===== config.mk =====
export PLATFORM = sky130hd
export DESIGN_NAME = step_controller_flat
export DESIGN_NICKNAME = d
export VERILOG_FILES = /design/src/rtl/step_controller_pkg.sv /design/src/rtl/step_controller_if.sv /design/src/rtl/step_controller_pulse_sync.sv /design/src/rtl/step_controller.sv /design/src/flat_wrapper.sv
export SDC_FILE = /design/constraint.sdc
export NUM_CORES = 1
export LEC_CHECK = 0
export ABC_AREA = 1
export BUFFER_PORTS_ARGS = -buffer_cell sky130_fd_sc_hd__buf_4
export CAP_MARGIN = 20
export CORE_UTILIZATION = 52
export DETAILED_ROUTE_END_ITERATION = 8
export PLACE_DENSITY = 0.87
export SETUP_SLACK_MARGIN = 0.15
export SYNTH_ARGS = -nofsm -noshare
export SYNTH_HDL_FRONTEND = slang
export SYNTH_SLANG_ARGS = --single-unit

===== constraint.sdc =====
create_clock -name clk -period 1.79 [get_ports clk]
set_input_delay 0.179 -clock clk [delete_from_list [all_inputs] [get_ports clk]]
set_output_delay 0.179 -clock clk [all_outputs]
set_load 0.02 [all_outputs]

===== src/rtl/step_controller_pkg.sv =====
// Shared types and constants for the step controller.
// State encoding is fixed so that debug tooling can decode the raw state value.
package step_ctrl_pkg;

    typedef enum logic [1:0] {
        ST_HALT = 2'd0,
        ST_STEP = 2'd1,
        ST_RUN  = 2'd2
    } state_t;

    // Number of flops in the button synchronizer chain
    localparam int SYNC_STAGES = 2;

endpackage


===== src/rtl/step_controller_if.sv =====
// Button / core-control bundle between the board-side logic and step_controller.
// Optional breakpoint signals exist only when STEP_BREAKPOINT_EN is defined.
// There is no valid/ready handshake here: step_pb/run_pb are level inputs whose
// rising edges are detected inside the controller, and every output is a plain
// per-cycle status level (bp_hit is a single-cycle pulse).
interface step_controller_if
    import step_ctrl_pkg::*;
#(
    parameter int CNT_W = 16
) ();

    logic             step_pb;
    logic             run_pb;
    logic             cpu_en;
    logic             halted;
    logic             running;
    logic [CNT_W-1:0] step_count;
    state_t           dbg_state;
`ifdef STEP_BREAKPOINT_EN
    logic [31:0]      pc;
    logic [31:0]      bp_addr;
    logic             bp_valid;
    logic             bp_hit;
`endif

`ifdef STEP_BREAKPOINT_EN
    modport master (
        output step_pb, run_pb, pc, bp_addr, bp_valid,
        input  cpu_en, halted, running, step_count, dbg_state, bp_hit
    );
    modport slave (
        input  step_pb, run_pb, pc, bp_addr, bp_valid,
        output cpu_en, halted, running, step_count, dbg_state, bp_hit
    );
`else
    modport master (
        output step_pb, run_pb,
        input  cpu_en, halted, running, step_count, dbg_state
    );
    modport slave (
        input  step_pb, run_pb,
        output cpu_en, halted, running, step_count, dbg_state
    );
`endif

endinterface


===== src/rtl/step_controller_pulse_sync.sv =====
// pulse_sync: brings an asynchronous push-button level into the clk domain and
// turns each rising edge into a registered one-cycle request.
// Rise on i_pb -> o_req high after the 3rd clk edge.
module pulse_sync
    import step_ctrl_pkg::*;
(
    input  logic clk,
    input  logic rst,
    input  logic i_pb,
    output logic o_req
);

    logic [SYNC_STAGES-1:0] r_sync;
    logic                   r_last;
    logic                   r_req;

    // Synchronizer chain, previous synchronized level, and registered rise pulse.
    // All cleared on reset, so a button held through reset yields one request.
    always_ff @(posedge clk or posedge rst) begin
        if (rst) begin
            r_sync <= '0;
            r_last <= 1'b0;
            r_req  <= 1'b0;
        end else begin
            r_sync <= {r_sync[SYNC_STAGES-2:0], i_pb};
            r_last <= r_sync[SYNC_STAGES-1];
            r_req  <= r_sync[SYNC_STAGES-1] & ~r_last;
        end
    end

    assign o_req = r_req;

endmodule


===== src/rtl/step_controller.sv =====
// step_controller: drives the single-cycle core's clock-enable in halt,
// single-step (STEP_CYCLES enables per press) and free-run modes, and counts
// executed cycles for the display.
// Optional feature macro: STEP_BREAKPOINT_EN (PC breakpoint halting RUN).
module step_controller
    import step_ctrl_pkg::*;
#(
    parameter int STEP_CYCLES = 1,
    parameter int CNT_W       = 16
) (
    input  logic            clk,
    input  logic            rst,
    step_controller_if.slave bus
);

    localparam int BW = (STEP_CYCLES > 1) ? $clog2(STEP_CYCLES) : 1;
    localparam logic [BW-1:0] BURST_LAST = BW'(STEP_CYCLES - 1);

    state_t           r_state;
    state_t           w_next;
    logic [BW-1:0]    r_burst;
    logic [BW-1:0]    w_burst_next;
    logic [CNT_W-1:0] r_step_count;
    logic             w_step_req;
    logic             w_run_req;
    logic             w_bp_hit;
    logic             w_cpu_en;

    pulse_sync u_step_sync (
        .clk   (clk),
        .rst   (rst),
        .i_pb  (bus.step_pb),
        .o_req (w_step_req)
    );

    pulse_sync u_run_sync (
        .clk   (clk),
        .rst   (rst),
        .i_pb  (bus.run_pb),
        .o_req (w_run_req)
    );

    // State and burst counter registers; reset aborts any burst at once.
    always_ff @(posedge clk or posedge rst) begin
        if (rst) begin
            r_state <= ST_HALT;
            r_burst <= '0;
        end else begin
            r_state <= w_next;
            r_burst <= w_burst_next;
        end
    end

    // Next-state logic: RUN beats STEP in HALT, requests are dropped while stepping.
    always_comb begin
        w_next       = r_state;
        w_burst_next = r_burst;
        case (r_state)
            ST_HALT: begin
                if (w_run_req) begin
                    w_next = ST_RUN;
                end else if (w_step_req) begin
                    w_next       = ST_STEP;
                    w_burst_next = BURST_LAST;
                end
            end
            ST_STEP: begin
                if (r_burst == '0) begin
                    w_next = ST_HALT;
                end else begin
                    w_burst_next = r_burst - 1'b1;
                end
            end
            ST_RUN: begin
                if (w_run_req || w_bp_hit) begin
                    w_next = ST_HALT;
                end
            end
            default: w_next = ST_HALT;
        endcase
    end

`ifdef STEP_BREAKPOINT_EN
    logic r_bp_armed;

    // Disarm on entry to RUN so resuming at the breakpoint executes it; arm after one RUN cycle.
    always_ff @(posedge clk or posedge rst) begin
        if (rst) begin
            r_bp_armed <= 1'b0;
        end else if ((r_state != ST_RUN) && (w_next == ST_RUN)) begin
            r_bp_armed <= 1'b0;
        end else if (r_state == ST_RUN) begin
            r_bp_armed <= 1'b1;
        end
    end

    assign w_bp_hit   = (r_state == ST_RUN) & r_bp_armed & bus.bp_valid & (bus.pc == bus.bp_addr);
    assign bus.bp_hit = w_bp_hit;
`else
    assign w_bp_hit = 1'b0;
`endif

    // A breakpoint hit suppresses the enable in the same cycle it is seen.
    assign w_cpu_en = (r_state == ST_STEP) | ((r_state == ST_RUN) & ~w_bp_hit);

    // Executed-cycle counter, wraps silently.
    always_ff @(posedge clk or posedge rst) begin
        if (rst) begin
            r_step_count <= '0;
        end else if (w_cpu_en) begin
            r_step_count <= r_step_count + 1'b1;
        end
    end

    assign bus.cpu_en     = w_cpu_en;
    assign bus.halted     = (r_state == ST_HALT);
    assign bus.running    = (r_state == ST_RUN);
    assign bus.step_count = r_step_count;
    assign bus.dbg_state  = r_state;

endmodule

===== src/flat_wrapper.sv =====
// flat-port wrapper written by rule: the top's interface ports become plain ports
module step_controller_flat import step_ctrl_pkg::*;
#(
    parameter int STEP_CYCLES = 1,
    parameter int CNT_W       = 16
)
  (clk, rst, bus_step_pb, bus_run_pb, bus_cpu_en, bus_halted, bus_running, bus_step_count, bus_dbg_state);
  step_controller_if #(.CNT_W(CNT_W)) bus_i ();
  input  logic clk;
  input  logic rst;
  input wire logic [$bits(bus_i.step_pb)-1:0] bus_step_pb;
  input wire logic [$bits(bus_i.run_pb)-1:0] bus_run_pb;
  output wire logic [$bits(bus_i.cpu_en)-1:0] bus_cpu_en;
  output wire logic [$bits(bus_i.halted)-1:0] bus_halted;
  output wire logic [$bits(bus_i.running)-1:0] bus_running;
  output wire logic [$bits(bus_i.step_count)-1:0] bus_step_count;
  output wire logic [$bits(bus_i.dbg_state)-1:0] bus_dbg_state;
  assign bus_i.step_pb = bus_step_pb;
  assign bus_i.run_pb = bus_run_pb;
  assign bus_cpu_en = bus_i.cpu_en;
  assign bus_halted = bus_i.halted;
  assign bus_running = bus_i.running;
  assign bus_step_count = bus_i.step_count;
  assign bus_dbg_state = bus_i.dbg_state;
  step_controller #(.STEP_CYCLES(STEP_CYCLES), .CNT_W(CNT_W)) u_core (.clk(clk), .rst(rst), .bus(bus_i));
endmodule

==> flow_results.org <==
** Critical path
- Critical path peak fanout :: 6
- Data arrives at the worst endpoint at 1.72 ns.
- Crit start category :: flop
- Crit path top cell by count :: nand2_1
- The critical path goes through inv_1, ha_4, nand2_2, nor2_4, nand2_4, nor2_8, nand2_1, nand2_1, nand2_1.
- Worst path max stage delay :: 0.40 ns
- By startpoint and endpoint, the worst setup path is classified as flop to flop.
- At the worst endpoint, the required time is 2.02 ns.
- The worst setup path is captured at a flop.
- Worst-path cell with the longest stage delay :: dfrtp_1

** CTS
- Post-CTS Resized :: 0
- In this run, CTS created clock tree buffers numbering 3.
- Clk sinks :: 26
- Hold-fix buffer count after cts :: 3
- Clock transition at the registers of the reported paths :: 0.14 ns
- Clock tree from TritonCTS :: built
- In this run the number of H-tree levels came out at 1.
- Counting along the longest clock path gives a buffer depth of 2.
- The root buffer cell chosen for the clock tree is clkbuf_4.
- At the later pin of the worst-skew pair, clock insertion delay measures 0.32 ns.
- Post-CTS Repair Setup Buffers :: 0

** Floorplanning
- Chip width :: 50.0 um
- The floorplan step defined a die boundary enclosing 2500 um^2.
- Die extent in y :: 50.0 um
- Initial core utilization :: 54.7%
- The floorplan has 17 rows.
- The floorplan step defined a core boundary enclosing 2190 um^2.
- 25 I/O pins were placed.

** Synthesis
- Post-synthesis cell type with the largest combined area :: dfrtp_1
- Yosys reg bits :: 26
- Netlist area before placement :: 1200 um^2
- Synthesis produced a netlist whose cell count is 119.
- Share of Yosys cell area claimed by the top area cell type :: 54.3%
- Of the synthesized area, sequential elements account for 54.3%.
- Largest cells by area after synthesis :: dfrtp_1 (54%), nand2_1 (7.5%), inv_1 (6.3%), xor2_1 (5.8%), nor2_4 (4.7%)
- Post-synthesis area per instance :: 10.1 um^2
- For this run, the number of Yosys warnings is 0.
- Distinct cell type count after synthesis :: 20
- Syn nets :: 126

** Detailed routing
- Via/cell ratio :: 4.91
- For this block, the via count after detailed routing is 879.
- Detailed-route wire length :: 2210 um
- In the final routed layout, each cell accounts on average for 12.3 um.
- The first detailed-routing pass took 4 iterations.
- Post-route antenna net violation count :: 0
- In the routed design, unresolved DRC markers number 0.
- For this block, the initial DRC count from the detailed router was 6.

** Timing
- Based on the critical path, the design can be clocked at up to 0.672 GHz.
- Hold Fails Final Rpt :: 0
- Headroom to the max-slew limit came out at 77.4%.
- Final Cycle Share :: 83.1%
- Final setup vio count :: 0
- Setup repair after global routing left no endpoint under its margin.
- Setup total negative slack on the finished layout was measured at 0 ns.
- Layout Skew :: 0.00400 ns
- Max Slew Vio Count :: 0
- Post-route minimum period :: 1.49 ns
- For the pin with the worst max-slew slack, the measured transition is 0.335 ns.
- Post-route worst hold slack :: 0.365 ns

** Power and ir drop
- VDD sags by at most 899 uV.
- Flop pwr share :: 40.0%
- Per report_power, the clock group accounts for 20.2% of the total.
- Proportion of total power due to net switching :: 36.8%
- Cell Int Power :: 1260 uW
- In this run the static leakage power is 0.000836 uW.
- In this run, the combinational gates consume 39.7% of the power.
- Cell Pwr Density :: 1310 nW/um^2
- NetSw :: 733 uW

** Min path
- Class of the most critical hold timing path :: flop to flop

** Run status
- Run status :: complete, no violations

** Final layout
- Layout cells sized above 1 :: 28.5%
- The repair_antennas step left the layout with diodes totalling 0.
- Net count of the finished layout :: 159
- Area Overhead vs Synth :: 26.5%
- Post-route non-filler standard cell count :: 179

** GRT
- Maximum number of pins on one net before global-route repair :: 27
- The number of antenna violations at the first check in global routing is 0.
- The number of global-route vias before repair is 881.
- Global-route wire length before repair :: 3750 um
- GR Overflow Total :: 0
- Across every metal layer, demand over resource in global routing totals 19.8%.

** Run
- The tool flagged a number of max-cap violations equal to 0.

** Place
- Half-perimeter wire length after detailed placement :: 1660 um
- Port-buffer cells :: 24
- Routability-driven placement finished with a final weighted congestion of 0.780.
- Inst Count DP :: 172
[sequential cells by signal, indices dropped and copies added (netlist names)]
name and flops:
u_core.bus.step_count 16, u_core.u_step_sync.o_req 1, u_core.bus.dbg_state 2, u_core.u_run_sync.o_req 1
u_core.u_run_sync.r_sync 2, u_core.u_step_sync.r_sync 2, u_core.u_run_sync.r_last 1, u_core.u_step_sync.r_last 1
[through the flow]
step / worst slack [ns] / total power (uW) / cell area, um^2 / util [%]
global placement: 0.382 / 1540 / 1430 / 65.4
detailed placement: 0.314 / 1600 / 1430 / 65.4
global route: 0.185 / 2100 / 1520 / 69.2
floorplan: 0.224 / 1320 / 1210 / -
finish: 0.302 / 1990 / 1520 / 69.2
CTS: 0.283 / 2010 / 1520 / 69.2
[final cells by class]
cell class | instances | area [um^2]
fill | 179 | 674
sequential | 26 | 651
multi-input combinational | 72 | 482
timing repair buffer | 28 | 218
inverter | 21 | 78.8
tap | 28 | 35.0
clock inverter | 1 | 30.0
clock buffer | 3 | 22.5
[final timing paths]
kind / from / to / slack [ns] / cells after the start
max in group asynchronous: rst / u_core.bus.dbg_state[0]$_DFFE_PP0P_ / 1.09 / 4
worst max-delay path: u_core.bus.dbg_state[1]$_DFFE_PP0P_ / u_core.bus.step_count[13]$_DFFE_PP0P_ / 0.30 / 9
worst max register to register: u_core.bus.dbg_state[1]$_DFFE_PP0P_ / u_core.bus.step_count[13]$_DFFE_PP0P_ / 0.30 / 9
worst min register to register: u_core.u_run_sync.r_sync[0]$_DFF_PP0_ / u_core.u_run_sync.r_sync[1]$_DFF_PP0_ / 0.36 / 0
worst min-delay path: u_core.u_run_sync.r_sync[0]$_DFF_PP0_ / u_core.u_run_sync.r_sync[1]$_DFF_PP0_ / 0.36 / 0
min in group asynchronous: rst / u_core.bus.step_count[10]$_DFFE_PP0P_ / 0.45 / 4
[layout by cell type, fill, tap and decap left out, drive strengths merged]
cell type / count
buf: 25
bufinv: 1
clkbuf: 3
dfrtp: 26
dlygate4sd3: 3
ha: 3
inv: 21
mux2: 1
nand2: 28
nand3: 6
nand3b: 2
nand4: 3
nor2: 14
nor3: 1
o21ai: 2
o22ai: 1
xnor2: 2
xor2: 9
[power by group through the flow]
stage               Clock, uW  Sequential (uW)  Combinational (uW)
floorplan                   0              893                 427
global placement            0              798                 744
detailed placement          0              811                 789
CTS                       413              798                 797
global route              431              812                 853
finish                    403              796                 790
[metal layers]
metal,part of all wire [%],track usage (%)
met5,0,0
met4,0.36,5.71
met3,3.1,1.85
met2,54,37.3
met1,43,23.3
[cell families (layout without fill, tap and decap cells)]
family	count (synthesis)	in the layout	synth area share [%]
flops	26	26	54.3
compound gates	3	3	1.36
simple gates	54	54	25.1
buf+inv	21	53	6.58
fa+ha+maj	3	3	3.13
xor+xnor	11	11	8.66
mux	1	1	0.939
[critical path: cells and delay by family, from the launching register on]
family                   cells  cell delay (ns)
AND/OR/NAND/NOR              7             0.58
adder cells (fa/ha/maj)      1             0.32
flip-flops                   1             0.40
buffers and inverters        1             0.09
[cells in the mapped netlist]
cell type and instances:
inv_1 20, o21ai_0 2, nand2_1 24, nand2_2 2
nand4_1 3, mux2_2 1, nor3_1 1, nand3b_1 2
xnor2_1 2, nand3_1 6, inv_2 1, nor2_1 8
nor2_8 1, nand2_4 2, o22ai_1 1, ha_1 3
xor2_1 8, nor2_4 5, xor2_2 1, dfrtp_1 26
No activity file was read; power rests on OpenSTA's default activity.
